<file path="src/rtl/replay_ctrl.sv">
// replay_ctrl: replays a queue of grid moves (up/right/down/left) as a
// valid/ready stream while tracking the resulting position. A move that would
// leave the grid is never offered downstream; the run stops in ERR instead.
module replay_ctrl #(
    parameter int X_W     = 4,
    parameter int Y_W     = 4,
    parameter int START_X = 0,
    parameter int START_Y = 0
) (
    input  logic           clk,
    input  logic           rst,
    input  logic           start,
    input  logic           q_empty,
    input  logic [1:0]     q_data,
    output logic           q_deq,
    output logic           move_valid,
    input  logic           move_ready,
    output logic [1:0]     move_dir,
    output logic [X_W-1:0] pos_x,
    output logic [Y_W-1:0] pos_y,
    output logic [8:0]     step_cnt,
    output logic           busy,
    output logic           done,
    output logic           err
);

    typedef enum logic [2:0] {
        S_IDLE,
        S_FETCH,
        S_WAIT,
        S_ISSUE,
        S_DONE,
        S_ERR
    } state_t;

    localparam logic [X_W-1:0] X_INIT = X_W'(START_X);
    localparam logic [Y_W-1:0] Y_INIT = Y_W'(START_Y);
    localparam logic [X_W-1:0] X_ONE  = X_W'(1);
    localparam logic [Y_W-1:0] Y_ONE  = Y_W'(1);
    localparam logic [X_W-1:0] X_MAX  = {X_W{1'b1}};
    localparam logic [Y_W-1:0] Y_MAX  = {Y_W{1'b1}};
    localparam logic [8:0]     CNT_MAX = 9'd511;

    state_t         state_q, state_d;
    logic [1:0]     dir_q, dir_d;
    logic [X_W-1:0] x_q, x_d, tx;
    logic [Y_W-1:0] y_q, y_d, ty;
    logic [8:0]     cnt_q, cnt_d;
    logic           oob;

    // Target of the latched move and whether it would fall off the grid.
    always_comb begin
        tx  = x_q;
        ty  = y_q;
        oob = 1'b0;
        case (dir_q)
            2'b00: begin
                oob = (y_q == '0);
                ty  = y_q - Y_ONE;
            end
            2'b01: begin
                oob = (x_q == X_MAX);
                tx  = x_q + X_ONE;
            end
            2'b10: begin
                oob = (y_q == Y_MAX);
                ty  = y_q + Y_ONE;
            end
            default: begin
                oob = (x_q == '0);
                tx  = x_q - X_ONE;
            end
        endcase
    end

    // Next-state logic: FETCH -> WAIT -> ISSUE per move, DONE on empty queue.
    always_comb begin
        state_d = state_q;
        dir_d   = dir_q;
        x_d     = x_q;
        y_d     = y_q;
        cnt_d   = cnt_q;
        case (state_q)
            S_IDLE, S_ERR: begin
                if (start) begin
                    x_d     = X_INIT;
                    y_d     = Y_INIT;
                    cnt_d   = '0;
                    state_d = S_FETCH;
                end
            end
            S_FETCH: state_d = q_empty ? S_DONE : S_WAIT;
            S_WAIT: begin
                // Queue read data arrives the cycle after the dequeue strobe.
                dir_d   = q_data;
                state_d = S_ISSUE;
            end
            S_ISSUE: begin
                if (oob) begin
                    state_d = S_ERR;
                end else if (move_ready) begin
                    x_d     = tx;
                    y_d     = ty;
                    cnt_d   = (cnt_q == CNT_MAX) ? cnt_q : cnt_q + 9'd1;
                    state_d = S_FETCH;
                end
            end
            S_DONE:  state_d = S_IDLE;
            default: state_d = S_IDLE;
        endcase
    end

    // State and datapath registers; reset abandons any run in progress.
    always_ff @(posedge clk or negedge rst) begin
        if (!rst) begin
            state_q <= S_IDLE;
            dir_q   <= 2'b00;
            x_q     <= X_INIT;
            y_q     <= Y_INIT;
            cnt_q   <= '0;
        end else begin
            state_q <= state_d;
            dir_q   <= dir_d;
            x_q     <= x_d;
            y_q     <= y_d;
            cnt_q   <= cnt_d;
        end
    end

    // An out-of-grid move is withheld so downstream never accepts it.
    assign q_deq      = (state_q == S_FETCH) && !q_empty;
    assign move_valid = (state_q == S_ISSUE) && !oob;
    assign move_dir   = dir_q;
    assign pos_x      = x_q;
    assign pos_y      = y_q;
    assign step_cnt   = cnt_q;
    assign busy       = (state_q == S_FETCH) || (state_q == S_WAIT) || (state_q == S_ISSUE);
    assign done       = (state_q == S_DONE);
    assign err        = (state_q == S_ERR);

endmodule

</file>
<file path="config.mk">
export PLATFORM = sky130hd
export DESIGN_NAME = replay_ctrl
export DESIGN_NICKNAME = d
export VERILOG_FILES = /design/src/rtl/replay_ctrl.sv
export SDC_FILE = /design/constraint.sdc
export NUM_CORES = 1
export LEC_CHECK = 0
export ABC_AREA = 1
export BUFFER_PORTS_ARGS = -buffer_cell sky130_fd_sc_hd__buf_2
export CAP_MARGIN = 20
export CORE_ASPECT_RATIO = 1.25
export CORE_MARGIN = 3
export CORE_UTILIZATION = 50
export CTS_CLUSTER_DIAMETER = 120
export DETAILED_ROUTE_END_ITERATION = 8
export GPL_ROUTABILITY_DRIVEN = 1
export PLACE_DENSITY = 0.76
export SYNTH_ARGS = -nofsm -noshare
export SYNTH_HDL_FRONTEND = slang
export SYNTH_SLANG_ARGS = --single-unit
</file>
<file path="constraint.sdc">
create_clock -name clk -period 1.81 [get_ports clk]
set_input_delay 0.362 -clock clk [delete_from_list [all_inputs] [get_ports clk]]
set_output_delay 0.362 -clock clk [all_outputs]
set_load 0.005 [all_outputs]
</file>
; Word-level counts from Yosys, hierarchy flattened
; Cells that the tools add are included.
[op_classes]
n_addsub = 5
n_eq_ne = 17
muxes = 20
reduce_logical = 17
[ops]
columns = op, n
row1 = 2-to-1 mux 9 bit, 4
row2 = case mux 4 bit (2 select lines), 4
row3 = 2-to-1 mux 4 bit, 5
row4 = case mux 9 bit (2 select lines), 1
row5 = AND reduction 5 bit, 3
row6 = 2-to-1 mux 3 bit, 4
row7 = case mux 3 bit (4 select lines), 1
row8 = "!= test 2 bit, second input constant", 5
row9 = "adder 9 x 1 -> 9 bit, second input constant", 1
row10 = "== test 9 bit, second input constant", 1
row11 = "adder 4 x 1 -> 4 bit, second input constant", 2
row12 = "== test 4 bit, second input constant", 2
row13 = zero test 4 bit, 2
row14 = "subtractor 4 x 1 -> 4 bit, second input constant", 2
row15 = "== test 3 x 2 -> 1 bit, second input constant", 2
row16 = "== test 3 bit, second input constant", 2
row17 = OR reduction 2 bit, 2
row18 = "== test 3 x 1 -> 1 bit, second input constant", 1
row19 = zero test 3 bit, 1
row20 = "!= test 3 x 1 -> 1 bit, second input constant", 1
row21 = "!= test 3 bit, second input constant", 1
row22 = case mux 1 bit (3 select lines), 1
row23 = "== test 2 x 1 -> 1 bit, second input constant", 1
row24 = "== test 2 bit, second input constant", 1
row25 = 6 further kinds, 9
[word_totals]
ff_bits = 22
out_inout_bits = 24

; Logic depth before layout (Yosys ltp)
[logic_depth]
word_depth = 6
ltp_mapped = 15

; Worst setup path before layout
; No wires, ideal clock.
[synth_timing]
kind = reg-to-reg
startpoint = reg cnt_q[0], in the netlist step_cnt[0]
endpoint = reg cnt_q[5], in the netlist step_cnt[5]
arrival_ps = 1789
required_time_ps = 1744
path_slack_ps = -46
stages_incl_launch_ff = 15
n_path_buf = 0
period_less_slack_ps = 1856
cell_sequence = dfrtp_1 ha_1 nand2_1 inv_1 nand2_1 nor2_1 nand3_1 nor2_1 ha_1 inv_1 nor2_1 nor2_8 nand3_4 nand2_1 nand2_1
[synth_between]
elab_chain_cells = 5
word_cells_on_any_way = 8
cone_classes = add/sub (1) / eq/ne (2) / mux (4) / reduce/logical (1)
[synth_rtl]
columns = item, line
row1 = start: declaration, 48  ; logic [8:0] cnt_q, cnt_d;
row2 = start signal: assignment, 126  ; cnt_q <= cnt_d;
row3 = adder 9 x 1 -> 9 bit, 104  ; cnt_d = (cnt_q == CNT_MAX) ? cnt_q : cnt_q + 9'd1;
row4 = 2-to-1 mux 9 bit, 104
row5 = 2-to-1 mux 9 bit, 101  ; end else if (move_ready) begin
row6 = 2-to-1 mux 9 bit, 99  ; if (oob) begin
row7 = case mux 9 bit (2 select lines), 83  ; case (state_q)
; Several ways; a longest one is shown, not always the timed one. The select of a mux whose other input is x is not followed.
; A chain may end at the register's enable or synchronous reset.

; Worst setup path after layout
[layout_timing]
startpoint = reg dir_q[1], in the netlist move_dir[1]
endpoint = out move_valid
[layout_between]
elab_chain_cells = 4
word_cells_on_any_way = 6
cone_classes = eq/ne (2) / mux (1) / reduce/logical (3)
[layout_rtl]
columns = item, line
row1 = start: declaration, 45  ; logic [1:0] dir_q, dir_d;
row2 = start signal: assignment, 123  ; dir_q <= dir_d;
row3 = "== test 2 bit, or another cell as far along", 56  ; case (dir_q)
row4 = case mux 1 bit (3 select lines) (*), 56
row5 = zero test 1 bit (*), 132  ; assign move_valid = (state_q == S_ISSUE) && !oob;
row6 = logical AND 1 bit (*), 132
row7 = end: declaration, 16  ; output logic move_valid,
; Every way passes the cells marked *; elsewhere a longest branch is shown, timed or not.

==> metrics <==
Post-synth EDFFs=0; Ys Warns=0; num rows=22; max-slew violations=0; Clock Sinks=22; Post-synth top flop=dfrtp_1; PD cells=1820 nW/um^2; final hold viol count=22; pin count of the biggest net entering global routing=23; crit path DAT=approximately 1900 ps; Top delay family on crit path=simple AND/OR/NAND/NOR gates; hold crit path type=input port to async pin; CP Launch Type=register; diode count=0; initial antenna violation count=0; # hold bufs at CTS=0; Critical Path Sink Type=output port; Die ar.=3990 um^2; Setup CP Type=register to output port; Seq cells post-synth=22; Finished Layout Cells=roughly 330; final worst-path cycle share=1.24; Syn Nets=242; Place WS=-61.9 ps; die height=69.8 um; total grt overflow=0; Synth cell types=25; Post-Place Cells=between 300 and 400; unrepaired setup endpoints after global routing=true; final hold slack=-17.3 ps; Seq/Total Area, Yosys=0.338; Synth Instances=~220; Core ar.=3030 um^2; # setup viols final=20; die width=57.1 um; PortBufs=30; Via-to-Cell Ratio=about 5.6; status=complete, but fails checks; Starting Density=0.538; Final Net Count=309; Area Growth Syn to Fin=44.6%; Setup WS post-layout=-432 ps; Iteration-0 DRC Markers=between 50 and 60; Clock transition at path regs=140 ps; Crit path top cell by count=nand2_2; max_cap viols=0; fmax=446 MHz; CP cell instances=ha_4, nand2_2, inv_2, nand2_1, nand2_1, nand2_2, nand2_2, nand2_4, nand2_4, buf_6, nor2_4, buf_2; via count=1,833; I/O pins=31; WL/cell=15.5 um; Critical path buffers and inverters=3; RD Place Congestion=slightly above 0.8; Critical Path RT=approximately 1500 ps; syn_area_per_cell=between 7 and 8 um^2; global-route wire length before repair=7650 um; Slew HR=0.654; Synth top area share=0.338; post-synthesis cell type with the largest combined area=dfrtp_1; crit-path max FO=4; Mapped Area=between 1500 and 2000 um^2; clk root buf=clkbuf_4; DRC errors left=0; share of post-route cells with drive strength above 1=0.401; drt pass-1 iters=4; cell count along the critical path=12; synth cell count leaders=nand2_1, nor2_1, dfrtp_1, inv_1, nand4_1; H-tree levels=1; number of global-route vias before repair=around 1,700; Slowest-stage cell, CP=dfrtp_2; crit path time final=between 2000 and 2500 ps; most frequent cell after synthesis=nand2_1; DP Wirelength=2760 um; max incr delay on CP=roughly 470 ps; Worst Reg-to-Reg Cells=16; antenna-violating nets left=0; Clock Latency Late Sink=about 320 ps; CTS Buffer Depth=2; DRT Wirelength=between 5000 and 6000 um; Inserted Clock Buffers=3; TritonCTS clock tree=built; Total GRT Usage=0.238; Clock Skew=between 3 and 4 ps; failing checks=hold timing, setup timing; largest cells by area after synthesis=dfrtp_1, nand2_1, ha_1; Async S/R FF share, synth=1.00; pin slew with the least headroom to its limit=roughly 520 ps; leakage power=roughly 1.2 nW; Max IR drop VDD=between 1 and 1.5 mV
==> cell families after synthesis <==
logic type	synth area share
adders and majority gates	0.101
AOI/OAI and AO/OA	0.0530
xor gates and xnor gates	0.0269
buffers and inverters	0.0760
DFF	0.338
and+or+nand+nor	0.405
==> power breakdown <==
| part | total (mW) | switching, mW | internal, mW |
|---|---|---|---|
| clock | 0.297 | 0.174 | 0.123 |
| sequential | 0.871 | 0.230 | 0.641 |
| combinational | 3.12 | 1.67 | 1.44 |
| total | 4.28 | 2.08 | 2.21 |
==> layout make-up <==
cell class	instances	area (um^2)
Multi-Input combinational cell	173	1140
Fill cell	194	671
Sequential cell	22	553
Timing Repair Buffer	66	489
Inverter	24	93.8
Tap cell	36	45.0
Clock buffer	4	36.3
==> per-layer routing <==
layer	global-route usage	part of all wire	vias to the layer above
met4	0.0825	0.046	0
li1	-	-	870
met1	0.289	0.38	852
met5	0	0	-
met3	0.0298	0.055	25
met2	0.423	0.52	86
==> flip-flops by register name (all words and copies together), names as in the netlist <==
signal / flops
move_dir: 2
pos_x: 4
pos_y: 4
state_q: 3
step_cnt: 9
==> worst register-to-register path: cells and delay by family (launching register included) <==
family,cells,cell delay [ps]
and+or+nand+nor,11,960
DFF,1,470
buffers and inverters,4,400
adders and majority gates,1,190
==> repair_timing <==
item	4_1_cts	5_1_grt
setup buffers	21	5
resized for setup	27	30
pin swaps	17	15
setup endpoints to repair	14	22
cloned	2	0
==> final timing paths <==
| kind | start | endpoint | slack [ps] |
|---|---|---|---|
| setup / recovery | move_dir[1] | move_valid | -430 |
| hold / removal | rst | pos_y[1] | -20 |
| max in group asynchronous | rst | state_q[0] | 1450 |
| hold reg to reg | step_cnt[7] | step_cnt[7] | 570 |
| min in group clk | q_data[0] | move_dir[0] | 240 |
| setup reg to reg | move_dir[1] | step_cnt[8] | -290 |
==> through the flow <==
stage | hold WS (ps) | TNS, ps | power [mW] | cell area [um^2] | util
after floorplan | 66.4 | 0 | 2.19 | 1630 | -
after global placement | 361 | 0 | 2.81 | 1940 | 0.642
after detailed placement | 360 | -498 | 2.86 | 1940 | 0.642
after CTS | 5.58 | -1410 | 3.69 | 2240 | 0.741
after global routing | 2.58 | -6060 | 4.60 | 2360 | 0.779
final | -17.3 | -4500 | 4.28 | 2360 | 0.779
==> cell usage in the layout (no fill, tap or decap) <==
master / Yosys / layout
ha_4: 0 / 4
fa_2: 0 / 1
fa_1: 2 / 1
nor2_8: 1 / 1
xor2_1: 2 / 2
dfrtp_2: 0 / 2
nand3_4: 1 / 3
inv_4: 0 / 1
buf_12: 0 / 1
nor2_4: 0 / 2
xnor2_1: 3 / 3
clkbuf_4: 0 / 3
nand2_1: 61 / 49
nand2_2: 2 / 11
inv_1: 22 / 18
dfrtp_1: 22 / 20
clkbuf_8: 0 / 1
o21ai_0: 4 / 4
nand3_1: 10 / 8
nor3_1: 7 / 6
nand3_2: 3 / 4
nor2_2: 4 / 5
a21oi_2: 1 / 1
buf_2: 3 / 30
buf_4: 0 / 21
clkinv_2: 0 / 1
nand2_8: 0 / 2
buf_6: 1 / 13
o22ai_1: 1 / 1
a21oi_1: 7 / 7
nand2_4: 0 / 2
nor3_2: 0 / 1
nand4_1: 20 / 20
nor2_1: 31 / 28
inv_2: 2 / 4
ha_1: 10 / 6
buf_8: 0 / 1
o21ai_4: 1 / 1
Note: power is estimated with default switching activity, not from simulation.
